$ cat src/rtl/cmp_search_pkg.sv
// Shared types and helpers for the comparator-driven binary search.
// Optional probe counter output is enabled with CMP_SEARCH_PROBE_CNT_EN.
package cmp_search_pkg;

  typedef enum logic [0:0] {
    IDLE   = 1'b0,
    SEARCH = 1'b1
  } state_t;

  localparam int DEFAULT_WIDTH = 3;

  // Enough bits to hold WIDTH+1 probes.
  function automatic int cnt_w(input int width);
    return $clog2(width + 2);
  endfunction

endpackage

$ cat src/rtl/cmp_binary_search.sv
// Binary search over 0..2^WIDTH-1 driven by external comparator flags.
// Define CMP_SEARCH_PROBE_CNT_EN to expose probe_cnt (probes used by the current/last search).
module cmp_binary_search
  import cmp_search_pkg::*;
#(
  parameter int WIDTH = DEFAULT_WIDTH
) (
  input  logic             clk,
  input  logic             rst,
  input  logic             start,
  output logic [WIDTH-1:0] probe,
  input  logic             cmp_greater,
  input  logic             cmp_equal,
  input  logic             cmp_less,
  output logic             busy,
  output logic             done,
  output logic             found,
  output logic [WIDTH-1:0] found_value,
  output logic             err
`ifdef CMP_SEARCH_PROBE_CNT_EN
  ,
  output logic [cnt_w(WIDTH)-1:0] probe_cnt
`endif
);

  localparam logic [WIDTH-1:0] MAX_VAL = '1;
  localparam logic [WIDTH-1:0] ONE     = WIDTH'(1);

  // Sum in WIDTH+1 bits so lo+hi never overflows before the halving.
  function automatic logic [WIDTH-1:0] midpoint(input logic [WIDTH-1:0] a,
                                                input logic [WIDTH-1:0] b);
    logic [WIDTH:0] sum;
    sum = {1'b0, a} + {1'b0, b};
    return sum[WIDTH:1];
  endfunction

  state_t           state_q, state_d;
  logic [WIDTH-1:0] lo_q, lo_d;
  logic [WIDTH-1:0] hi_q, hi_d;
  logic [WIDTH-1:0] probe_q, probe_d;
  logic             busy_q, busy_d;
  logic             done_q, done_d;
  logic             found_q, found_d;
  logic [WIDTH-1:0] found_value_q, found_value_d;
  logic             err_q, err_d;
  logic             finish;
`ifdef CMP_SEARCH_PROBE_CNT_EN
  logic [cnt_w(WIDTH)-1:0] cnt_q, cnt_d;
`endif

  always_comb begin
    state_d       = state_q;
    lo_d          = lo_q;
    hi_d          = hi_q;
    probe_d       = probe_q;
    busy_d        = busy_q;
    done_d        = 1'b0;
    found_d       = found_q;
    found_value_d = found_value_q;
    err_d         = err_q;
    finish        = 1'b0;
`ifdef CMP_SEARCH_PROBE_CNT_EN
    cnt_d         = cnt_q;
`endif
    case (state_q)
      IDLE: begin
        if (start) begin
          lo_d          = '0;
          hi_d          = MAX_VAL;
          probe_d       = midpoint('0, MAX_VAL);
          busy_d        = 1'b1;
          found_d       = 1'b0;
          found_value_d = '0;
          err_d         = 1'b0;
          state_d       = SEARCH;
`ifdef CMP_SEARCH_PROBE_CNT_EN
          cnt_d         = '0;
`endif
        end
      end
      SEARCH: begin
`ifdef CMP_SEARCH_PROBE_CNT_EN
        cnt_d = cnt_q + 1'b1;
`endif
        case ({cmp_greater, cmp_equal, cmp_less})
          3'b010: begin
            found_d       = 1'b1;
            found_value_d = probe_q;
            finish        = 1'b1;
          end
          3'b001: begin
            if (probe_q == hi_q) begin
              found_d = 1'b0;
              finish  = 1'b1;
            end else begin
              lo_d    = probe_q + ONE;
              probe_d = midpoint(probe_q + ONE, hi_q);
            end
          end
          3'b100: begin
            // probe == lo also covers probe 0, so probe-1 never underflows.
            if (probe_q == lo_q) begin
              found_d = 1'b0;
              finish  = 1'b1;
            end else begin
              hi_d    = probe_q - ONE;
              probe_d = midpoint(lo_q, probe_q - ONE);
            end
          end
          default: begin
            err_d   = 1'b1;
            found_d = 1'b0;
            finish  = 1'b1;
          end
        endcase
        if (finish) begin
          done_d  = 1'b1;
          busy_d  = 1'b0;
          state_d = IDLE;
        end
      end
      default: state_d = IDLE;
    endcase
  end

  always_ff @(posedge clk) begin
    if (rst) begin
      state_q       <= IDLE;
      lo_q          <= '0;
      hi_q          <= '0;
      probe_q       <= '0;
      busy_q        <= 1'b0;
      done_q        <= 1'b0;
      found_q       <= 1'b0;
      found_value_q <= '0;
      err_q         <= 1'b0;
    end else begin
      state_q       <= state_d;
      lo_q          <= lo_d;
      hi_q          <= hi_d;
      probe_q       <= probe_d;
      busy_q        <= busy_d;
      done_q        <= done_d;
      found_q       <= found_d;
      found_value_q <= found_value_d;
      err_q         <= err_d;
    end
  end

`ifdef CMP_SEARCH_PROBE_CNT_EN
  always_ff @(posedge clk) begin
    if (rst) cnt_q <= '0;
    else     cnt_q <= cnt_d;
  end
  assign probe_cnt = cnt_q;
`endif

  assign probe       = probe_q;
  assign busy        = busy_q;
  assign done        = done_q;
  assign found       = found_q;
  assign found_value = found_value_q;
  assign err         = err_q;

endmodule

$ cat config.mk
export PLATFORM = sky130hd
export DESIGN_NAME = cmp_binary_search
export DESIGN_NICKNAME = d
export VERILOG_FILES = /design/src/rtl/cmp_search_pkg.sv /design/src/rtl/cmp_binary_search.sv
export SDC_FILE = /design/constraint.sdc
export NUM_CORES = 1
export LEC_CHECK = 0
export ABC_CLOCK_PERIOD_IN_PS = 2200
export BUFFER_PORTS_ARGS = -buffer_cell sky130_fd_sc_hd__buf_4
export CORE_ASPECT_RATIO = 1.1
export CORE_UTILIZATION = 45
export DETAILED_ROUTE_END_ITERATION = 12
export GPL_TIMING_DRIVEN = 1
export HOLD_SLACK_MARGIN = 0.06
export PLACE_DENSITY = 0.65
export SYNTH_ARGS = -nofsm -noshare
export SYNTH_HDL_FRONTEND = slang
export SYNTH_SLANG_ARGS = --single-unit
$ cat constraint.sdc
create_clock -name clk -period 2.2 [get_ports clk]
set_input_delay 0.22 -clock clk [delete_from_list [all_inputs] [get_ports clk]]
set_output_delay 0.22 -clock clk [all_outputs]
set_load 0.005 [all_outputs]
==> results.py, run 1 <==
metrics = {
    "synth": {
        "synth_top_area_cell": "dfxtp_1",
        "synth-async-reset-ratio_pct": 0,
        "ys_types": 37,
        "synth_edf_count": 0,
        "synth_area_leaders": "dfxtp_1 31%, ha_1 9.2%, a21oi_1 5.5%",
        "yosysTopAreaCellShare_pct": 31.4,
        "synth_nets": 128,
        "yosysWarnings": 0,
        "seq_area_frac_synth_pct": 31.4,
        "ys_ff_latch": 17,
        "synth_cells": 112,
        "syn_area_um2": 1080,
        "synth_ff_type": "dfxtp_1",
        "syn_area_per_cell_um2": 9.66,
    },
    "sta": {
        "tightest_slew_ps": 529,
        "fin_skew_ps": 7.58,
        "fmax_ghz": 0.496,
        "fin_hold_ws_ps": 220,
        "fin_crit_sh_pct": 91.6,
        "tns_ps": 0,
        "finalMaxSlewViolations": 0,
        "finalCriticalPeriod_ps": 2020,
        "layout_setup_ws_ps": 184,
        "slew_headroom_pct": 64.7,
        "finalSetupViolations": 0,
        "finalHoldViolCount": 0,
        "rsz0062_at_grt": "false",
    },
    "detailed_routing": {
        "drt-pass1-iter-count": 4,
        "ant_nets": 0,
        "vias": 874,
        "first_iter_violations": 8,
        "viasPerCell": 5.50,
        "routed_wl_um": 2330,
        "post_drt_wl_per_cell_um": 14.6,
        "drc_errors": 0,
    },
    "worst_setup_path": {
        "rr_startpoint": "probe[0]",
        "slowest_stage": "fa_1",
        "cp.arrival_ps": 2220,
        "critPathRequiredTime_ps": 2400,
        "worst-path-max-fanout": 5,
        "r2r_cells": 8,
        "reg2reg_to": "probe[1]",
        "start_kind": "flip-flop",
        "cp_num_buf_inv": 2,
        "critical_path.top_delay_family": "adder cells",
        "rrSetupSlack_ps": 180,
        "worstSetupPathType": "reg2reg",
        "worstSetupEndpointType": "flip-flop",
        "cpPeakStageDelay_ps": 410,
        "worstPathCellList": "inv_1 > ha_1 > inv_1 > fa_1 > xnor2_1 > mux2i_1 > a21oi_1 > a311oi_2",
        "cp_common_cell": "inv_1",
    },
    "grt": {
        "grt.overflow.total": 0,
        "grt_max_degree": 16,
        "grt_pass1_vias": 793,
        "use_met2_pct": 32.9,
        "grt_antenna_before_repair": 0,
        "top_usage_layer": "met2",
        "grt_usage_pct": 19.4,
        "grt_pass1_wl_um": 3750,
        "met3_usage_pct": 3.74,
        "use_met1_pct": 24.3,
    },
    "hold_path": {
        "hold_path_end": "found_value[1]",
        "hold_path_class": "in2reg",
        "whs_path_depth": 2,
        "worstHoldStart": "rst",
    },
    "outcome": {
        "status": "complete, no violations",
    },
    "pwr": {
        "powerDensity_nw_per_um2": 550,
        "total_power_uw": 687,
        "p_leak_nw": 0.561,
        "vdd_ir_drop_max_mv": 0.426,
    },
    "clocking": {
        "clk_path_buf_depth": 2,
        "cts_tree": "built",
        "holdBufCountCts": 0,
        "cts_setup_buffers": 0,
        "root_buffer": "clkbuf_4",
        "insertion_delay_ps": 300,
        "clock_sinks": 17,
        "htreeDepth": 1,
        "clkSlewWorstSetupHoldPaths_ps": 110,
        "cts_resized": 0,
        "numCtsBuffers": 3,
    },
    "cells_and_area": {
        "nets": 146,
        "finish.utilization_pct": 55.5,
        "multi_input_area_um2": 694,
        "drive_gt1_share_pct": 26.4,
        "fin_cells": 159,
        "fillers": 211,
        "final-seq-area_um2": 340,
        "area_growth_pct": 15.5,
        "final_cell_area_um2": 1250,
        "diodes": 0,
    },
    "placed_design": {
        "dpl.hpwl_um": 1720,
        "port_buffers": 15,
        "placed_area_um2": 1220,
        "dpl.cell_count": 155,
        "gp_congestion": 0.854,
        "dp_slack_ps": 290,
    },
    "die": {
        "core_um2": 2250,
        "die-area_um2": 2610,
        "die_y_um": 53.4,
        "rows": 18,
        "dieWidth_um": 48.8,
        "initial_core_util_pct": 48.1,
        "io_pins": 16,
    },
    "flow_run": {
        "cap_violations": 0,
    },
}
-- registers in the layout, summed over array words and instances, names as in the netlist --
name,flops
hi_q,3
state_q,1
found,1
probe,3
err,1
lo_q,3
busy,1
done,1
found_value,3
-- layer usage --
metal | vias to the layer above | part of all wire (%) | wire length, µm
met1 | 414 | 48 | 1120
met2 | 19 | 47 | 1100
met3 | 2 | 4.2 | 98
li1 | 439 | - | -
met5 | - | 0 | 0
met4 | 0 | 0.56 | 13
-- cell usage after synthesis (2+ instances only) --
cell,number
nand3_1,7
dfxtp_1,17
inv_1,6
xor2_1,5
o31a_2,2
a21o_1,2
nor2_1,2
nor3_1,3
fa_1,2
xnor2_1,3
a311oi_2,2
and4bb_2,2
nand2_1,10
mux2i_1,3
buf_2,2
and3_1,2
a211oi_1,3
a21oi_1,12
ha_1,8
o21ai_0,2
-- layout make-up --
type,instances,share of cell area (%)
multi-input combinational,85,55.6
sequential,17,27.2
timing repair buffer,17,10.2
tap,30,3.00
clock buffer,3,1.80
inverter,6,1.80
clock inverter,1,0.400
-- report_power, final --
| part | internal [mW] | switching [mW] | total [mW] | leakage [nW] |
|---|---|---|---|---|
| logic | 0.0806 | 0.100 | 0.181 | 0.404 |
| clock network | 0.0677 | 0.104 | 0.172 | 0.0177 |
| registers | 0.322 | 0.0126 | 0.335 | 0.139 |
-- worst max path at each step --
stage	cells after the start	to	startpoint
floorplan	8	probe[1]	probe[0]
global placement	8	probe[1]	probe[0]
detailed placement	8	probe[1]	probe[0]
CTS	8	probe[1]	probe[0]
global route	8	probe[1]	probe[0]
finish	8	probe[1]	probe[0]
-- logic make-up after synthesis --
family,synth area share (%)
AND/OR/NAND/NOR,17.6
AO/OA/AOI/OAI,21.9
flip-flops,31.4
buffers and inverters,4.39
adder cells (fa/ha/maj),12.9
XOR/XNOR,7.98
multiplexers,3.82
-- placed cells by master (no fill, tap or decap), types with 2 or more instances in the layout --
| cell type | Yosys | routed |
|---|---|---|
| dfxtp_1 | 17 | 17 |
| buf_4 | 0 | 17 |
| xnor2_1 | 3 | 3 |
| fa_1 | 2 | 2 |
| clkbuf_4 | 0 | 3 |
| o21ai_0 | 2 | 2 |
| a211oi_1 | 3 | 3 |
| inv_1 | 6 | 6 |
| nand2_1 | 10 | 10 |
| nor2_1 | 2 | 2 |
| mux2i_1 | 3 | 3 |
| a311oi_2 | 2 | 2 |
| ha_1 | 8 | 8 |
| a21oi_1 | 12 | 12 |
| nor3_1 | 3 | 3 |
| o31a_2 | 2 | 2 |
| a21o_1 | 2 | 2 |
| and3_1 | 2 | 2 |
| and4bb_2 | 2 | 2 |
| xor2_1 | 5 | 5 |
| nand3_1 | 7 | 7 |
(Power assumes the default switching activity.)
==> run 2, diff against run 1 <==
--- a/config.mk
+++ b/config.mk
@@ -5,14 +5,15 @@
 export SDC_FILE = /design/constraint.sdc
 export NUM_CORES = 1
 export LEC_CHECK = 0
-export ABC_CLOCK_PERIOD_IN_PS = 2200
+export ABC_CLOCK_PERIOD_IN_PS = 1600
 export BUFFER_PORTS_ARGS = -buffer_cell sky130_fd_sc_hd__buf_4
 export CORE_ASPECT_RATIO = 1.1
 export CORE_UTILIZATION = 45
+export CTS_BUF_LIST = sky130_fd_sc_hd__clkbuf_8
 export DETAILED_ROUTE_END_ITERATION = 12
 export GPL_TIMING_DRIVEN = 1
 export HOLD_SLACK_MARGIN = 0.06
-export PLACE_DENSITY = 0.65
+export PLACE_DENSITY = 0.68
 export SYNTH_ARGS = -nofsm -noshare
 export SYNTH_HDL_FRONTEND = slang
 export SYNTH_SLANG_ARGS = --single-unit
==> constraint.sdc (replaced) <==
create_clock -name clk -period 1.6 [get_ports clk]
set_input_delay 0.16 -clock clk [delete_from_list [all_inputs] [get_ports clk]]
set_output_delay 0.16 -clock clk [all_outputs]
set_load 0.005 [all_outputs]
==> results.py, run 2 (same netlist as run 1, synthesis figures left out) <==
metrics = {
    "flow_run": {
        "cap_violations": 0,
    },
    "worst_setup_path": {
        "cp.arrival_ps": 1880,
        "rrSetupSlack_ps": -100,
        "cp.depth": 7,
        "cp-startpoint": "probe[0]",
        "r2r_cells": 7,
        "slowest_stage": "dfxtp_4",
        "reg2reg_to": "probe[1]",
        "worstPathCellList": "ha_1 > xor2_1 > ha_1 > xnor2_1 > mux2i_1 > a21oi_1 > a311oi_2",
        "start_kind": "flip-flop",
        "setup.worst_path.end": "probe[1]",
        "worstSetupEndpointType": "flip-flop",
        "worstSetupPathType": "reg2reg",
        "worst-path-max-fanout": 3,
        "cpPeakStageDelay_ps": 360,
        "critical_path.top_delay_family": "adder cells",
        "rr_startpoint": "probe[0]",
        "cp_common_cell": "ha_1",
        "critPathRequiredTime_ps": 1770,
        "cp_num_buf_inv": 0,
    },
    "placed_design": {
        "port_buffers": 15,
        "gp_congestion": 0.862,
        "dpl.hpwl_um": 1940,
    },
    "pwr": {
        "pwr-share-clk_pct": 30.6,
        "p_leak_nw": 0.639,
        "internal_power_uw": 765,
        "comb_power_share_pct": 27.2,
        "p_sw_uw": 337,
        "seq_power_share_pct": 42.2,
        "powerDensity_nw_per_um2": 774,
        "total_power_mw": 1.10,
        "switching_share_pct": 30.6,
        "vdd_ir_drop_max_mv": 0.631,
    },
    "die": {
        "die_y_um": 53.4,
        "die-area_um2": 2610,
        "dieWidth_um": 48.8,
        "io_pins": 16,
        "initial_core_util_pct": 48.1,
        "core_um2": 2250,
        "rows": 18,
    },
    "cells_and_area": {
        "nets": 158,
        "most-common-layout-cells": "29 x buf_4, 14 x dfxtp_1, 12 x a21oi_1, 10 x nand2_1, 7 x nand3_1",
        "diodes": 0,
        "final-seq-area_um2": 352,
        "layout_commonest_cell": "buf_4",
        "area_growth_pct": 31.6,
        "multi_input_area_um2": 743,
        "fillers": 188,
        "drive_gt1_share_pct": 41.1,
    },
    "detailed_routing": {
        "ant_nets": 0,
        "drc_errors": 0,
        "first_iter_violations": 15,
        "vias": 938,
        "routed_wl_um": 2590,
        "drt-pass1-iter-count": 4,
        "viasPerCell": 5.49,
        "post_drt_wl_per_cell_um": 15.2,
    },
    "sta": {
        "slew_headroom_pct": 67.3,
        "fin_hold_ws_ps": 197,
        "rsz0062_at_grt": "true",
        "finalHoldViolCount": 0,
        "finalCriticalPeriod_ps": 1700,
        "finalSetupViolations": 4,
        "fin_skew_ps": 2.28,
        "tightest_slew_ps": 490,
        "fmax_ghz": 0.587,
        "layout_setup_ws_ps": -103,
        "finalMaxSlewViolations": 0,
        "fin_crit_sh_pct": 106,
    },
    "clocking": {
        "root_buffer": "clkbuf_8",
        "numCtsBuffers": 3,
        "htreeDepth": 1,
        "clk_path_buf_depth": 2,
        "clock_sinks": 17,
        "holdBufCountCts": 0,
        "clkSlewWorstSetupHoldPaths_ps": 70,
        "insertion_delay_ps": 260,
        "cts_tree": "built",
    },
    "grt": {
        "grt_usage_pct": 21.1,
        "grt_pass1_vias": 817,
        "grt_pass1_wl_um": 3970,
        "grt.overflow.total": 0,
        "grt_antenna_before_repair": 0,
        "grt_max_degree": 16,
    },
    "outcome": {
        "status": "finished with violations",
        "violations": "negative setup slack",
    },
    "hold_path": {
        "hold_path_class": "in2reg",
    },
}
## run 2: cell count changes in the layout (fill, tap and decap cells not counted), sizes merged
| cell | previous run | this run |
|---|---|---|
| buf | 17 | 29 |
## run 2: timing repair
action	CTS	global route
buffers inserted	1	0
resized for setup	0	8
pin swaps	2	5
endpoints found under the setup margin	4	12
## run 2: layout make-up
cell class / count / share of cell area [%]
multi-input cells: 85 / 52.2
flip-flops and latches: 17 / 24.7
repair buffers: 29 / 15.3
clock buffers: 3 / 2.90
well taps: 30 / 2.64
inverters: 6 / 1.93
clock inverters: 1 / 0.351
## run 2: how the worst min path moves through the flow
| stage | startpoint | end | slack, ps | depth (start not counted) |
|---|---|---|---|---|
| 6_report | rst | lo_q[1] | 200 | 2 |
| 5_1_grt | rst | found_value[2] | 210 | 2 |
| 3_5_place_dp | err | err | 450 | 2 |
| 2_1_floorplan | rst | probe[1] | 230 | 1 |
| 3_3_place_gp | err | err | 450 | 2 |
| 4_1_cts | rst | found_value[2] | 190 | 2 |
## run 2: power by group through the flow
stage          logic, mW  registers [mW]  clock network (mW)
2_1_floorplan      0.178           0.473                   0
3_3_place_gp       0.276           0.474                   0
3_5_place_dp       0.281           0.475                   0
4_1_cts            0.286           0.465               0.345
5_1_grt            0.327           0.468               0.356
6_report           0.300           0.465               0.337
## run 2: stage by stage
stage	utilization (%)	instances	instance area (µm²)	setup slack (ps)	setup TNS, ps
finish	63.2	171	1420	-103	-223
global route	63.2	171	1420	-209	-571
CTS	61.6	171	1390	-84.0	-209
detailed placement	59.2	166	1330	-70.8	-142
global placement	59.2	166	1330	-63.2	-93.3
floorplan	-	112	1110	-20.9	-20.9
## run 2: layer usage
metal	routed length [µm]	GRT usage [%]
met1	1200	27.6
met2	1240	34.3
met3	85	2.59
met4	63	10.3
met5	0	0
==> run 3, diff against run 2 <==
--- a/config.mk
+++ b/config.mk
@@ -8,12 +8,14 @@
 export ABC_CLOCK_PERIOD_IN_PS = 1600
 export BUFFER_PORTS_ARGS = -buffer_cell sky130_fd_sc_hd__buf_4
 export CORE_ASPECT_RATIO = 1.1
-export CORE_UTILIZATION = 45
+export CORE_UTILIZATION = 52
 export CTS_BUF_LIST = sky130_fd_sc_hd__clkbuf_8
 export DETAILED_ROUTE_END_ITERATION = 12
 export GPL_TIMING_DRIVEN = 1
 export HOLD_SLACK_MARGIN = 0.06
-export PLACE_DENSITY = 0.68
+export PLACE_DENSITY = 0.77
+export RECOVER_POWER = 50
+export SKIP_CTS_REPAIR_TIMING = 1
 export SYNTH_ARGS = -nofsm -noshare
 export SYNTH_HDL_FRONTEND = slang
 export SYNTH_SLANG_ARGS = --single-unit
==> results.py, run 3 (same netlist as run 1, synthesis figures left out) <==
metrics = {
    "detailed_routing": {
        "post_drt_wl_per_cell_um": 16.6,
        "vias": 976,
        "drt-pass1-iter-count": 4,
        "routed_wl_um": 2730,
        "viasPerCell": 5.92,
        "drc_errors": 0,
        "first_iter_violations": 29,
        "ant_nets": 0,
    },
    "placed_design": {
        "gp_congestion": 0.871,
        "dpl.hpwl_um": 2050,
        "port_buffers": 15,
    },
    "outcome": {
        "violations": "negative setup slack",
        "status": "finished with violations",
    },
    "cells_and_area": {
        "nets": 155,
        "drive_gt1_share_pct": 39.9,
        "area_growth_pct": 28.3,
        "most-common-layout-cells": "19 x buf_4, 14 x dfxtp_1, 12 x a21oi_1, 10 x nand2_1",
        "fillers": 130,
        "layout_commonest_cell": "buf_4",
        "diodes": 0,
        "finish.utilization_pct": 74.6,
    },
    "worst_setup_path": {
        "worstSetupPathType": "reg2reg",
        "worstSetupEndpointType": "flip-flop",
        "start_kind": "flip-flop",
        "cp.arrival_ps": 1900,
        "critPathRequiredTime_ps": 1780,
        "worst-path-max-fanout": 5,
    },
    "grt": {
        "grt_antenna_before_repair": 0,
        "grt_max_degree": 16,
        "grt.overflow.total": 0,
        "grt_pass1_wl_um": 4530,
        "grt_pass1_vias": 984,
        "grt_usage_pct": 27.4,
    },
    "pwr": {
        "p_leak_nw": 0.612,
        "vdd_ir_drop_max_mv": 0.681,
        "powerDensity_nw_per_um2": 781,
    },
    "clocking": {
        "numCtsBuffers": 3,
        "cts_tree": "built",
        "htreeDepth": 1,
        "clkSlewWorstSetupHoldPaths_ps": 70,
        "clock_sinks": 17,
        "insertion_delay_ps": 260,
        "clk_path_buf_depth": 2,
        "root_buffer": "clkbuf_8",
    },
    "sta": {
        "finalSetupViolations": 6,
        "slew_headroom_pct": 70.1,
        "tightest_slew_ps": 448,
        "fin_skew_ps": 2.71,
        "finalHoldViolCount": 0,
        "finalCriticalPeriod_ps": 1720,
        "rsz0062_at_grt": "true",
        "finalMaxSlewViolations": 0,
        "fmax_ghz": 0.583,
        "fin_crit_sh_pct": 107,
        "fin_hold_ws_ps": 209,
        "layout_setup_ws_ps": -116,
    },
    "die": {
        "io_pins": 16,
        "core_um2": 1860,
        "die_y_um": 49.9,
        "dieWidth_um": 45.5,
        "rows": 16,
        "initial_core_util_pct": 58.1,
        "die-area_um2": 2270,
    },
    "hold_path": {
        "hold_path_class": "in2reg",
    },
    "flow_run": {
        "cap_violations": 0,
    },
}
[run 3: cell count changes in the layout (fill, tap and decap cells not counted), sizes merged]
cell,change
buf,-10
clkbuf,+7
[run 3: path summary, 6_finish.rpt]
path             from       end  slack, ps  cells after the start
max          probe[0]  probe[2]       -120                      8
min               rst   lo_q[1]        210                      2
max reg2reg  probe[0]  probe[2]       -120                      8
min reg2reg       err       err        460                      2
[run 3: worst max-delay path, cell delays in order, from the launching register on]
cell,delay [ps]
dfxtp_4,370
inv_4,50
ha_4,290
inv_2,50
ha_1,260
a21o_1,130
a21oi_1,70
a211o_1,290
mux2i_1,120
[run 3: where the power goes]
part           internal [mW]  switching [mW]  total [mW]
clock                  0.173           0.153       0.327
sequential             0.443          0.0225       0.466
combinational          0.138           0.154       0.292
[run 3: final cells by class]
class	instances	area, µm²	share of cell area (%)
flip-flops and latches	17	349	25.1
inverters	6	27.5	1.98
well taps	27	33.8	2.43
repair buffers	26	195	14.1
clock buffers	3	41.3	2.97
clock inverters	1	5.00	0.360
multi-input cells	85	737	53.1
[run 3: layer usage]
| metal | track usage (%) | up-vias | share of wire (%) | wire [µm] |
|---|---|---|---|---|
| li1 | - | 461 | - | - |
| met1 | 35.6 | 480 | 44 | 1200 |
| met2 | 45.5 | 28 | 50 | 1380 |
| met3 | 3.66 | 7 | 4.3 | 117 |
| met4 | 8.59 | 0 | 1.6 | 44 |
| met5 | 0 | - | 0 | 0 |
[run 3: metrics by stage]
stage	total power, mW	cell area, µm²	std cells	setup WS [ps]	setup TNS (ps)
final	1.08	1390	165	-116	-347
after detailed placement	0.752	1310	161	-92.3	-210
after global routing	1.14	1390	165	-189	-907
after global placement	0.738	1310	161	-43.5	-75.0
after CTS	1.07	1360	165	-113	-353
after floorplan	0.651	1110	112	-20.9	-20.9
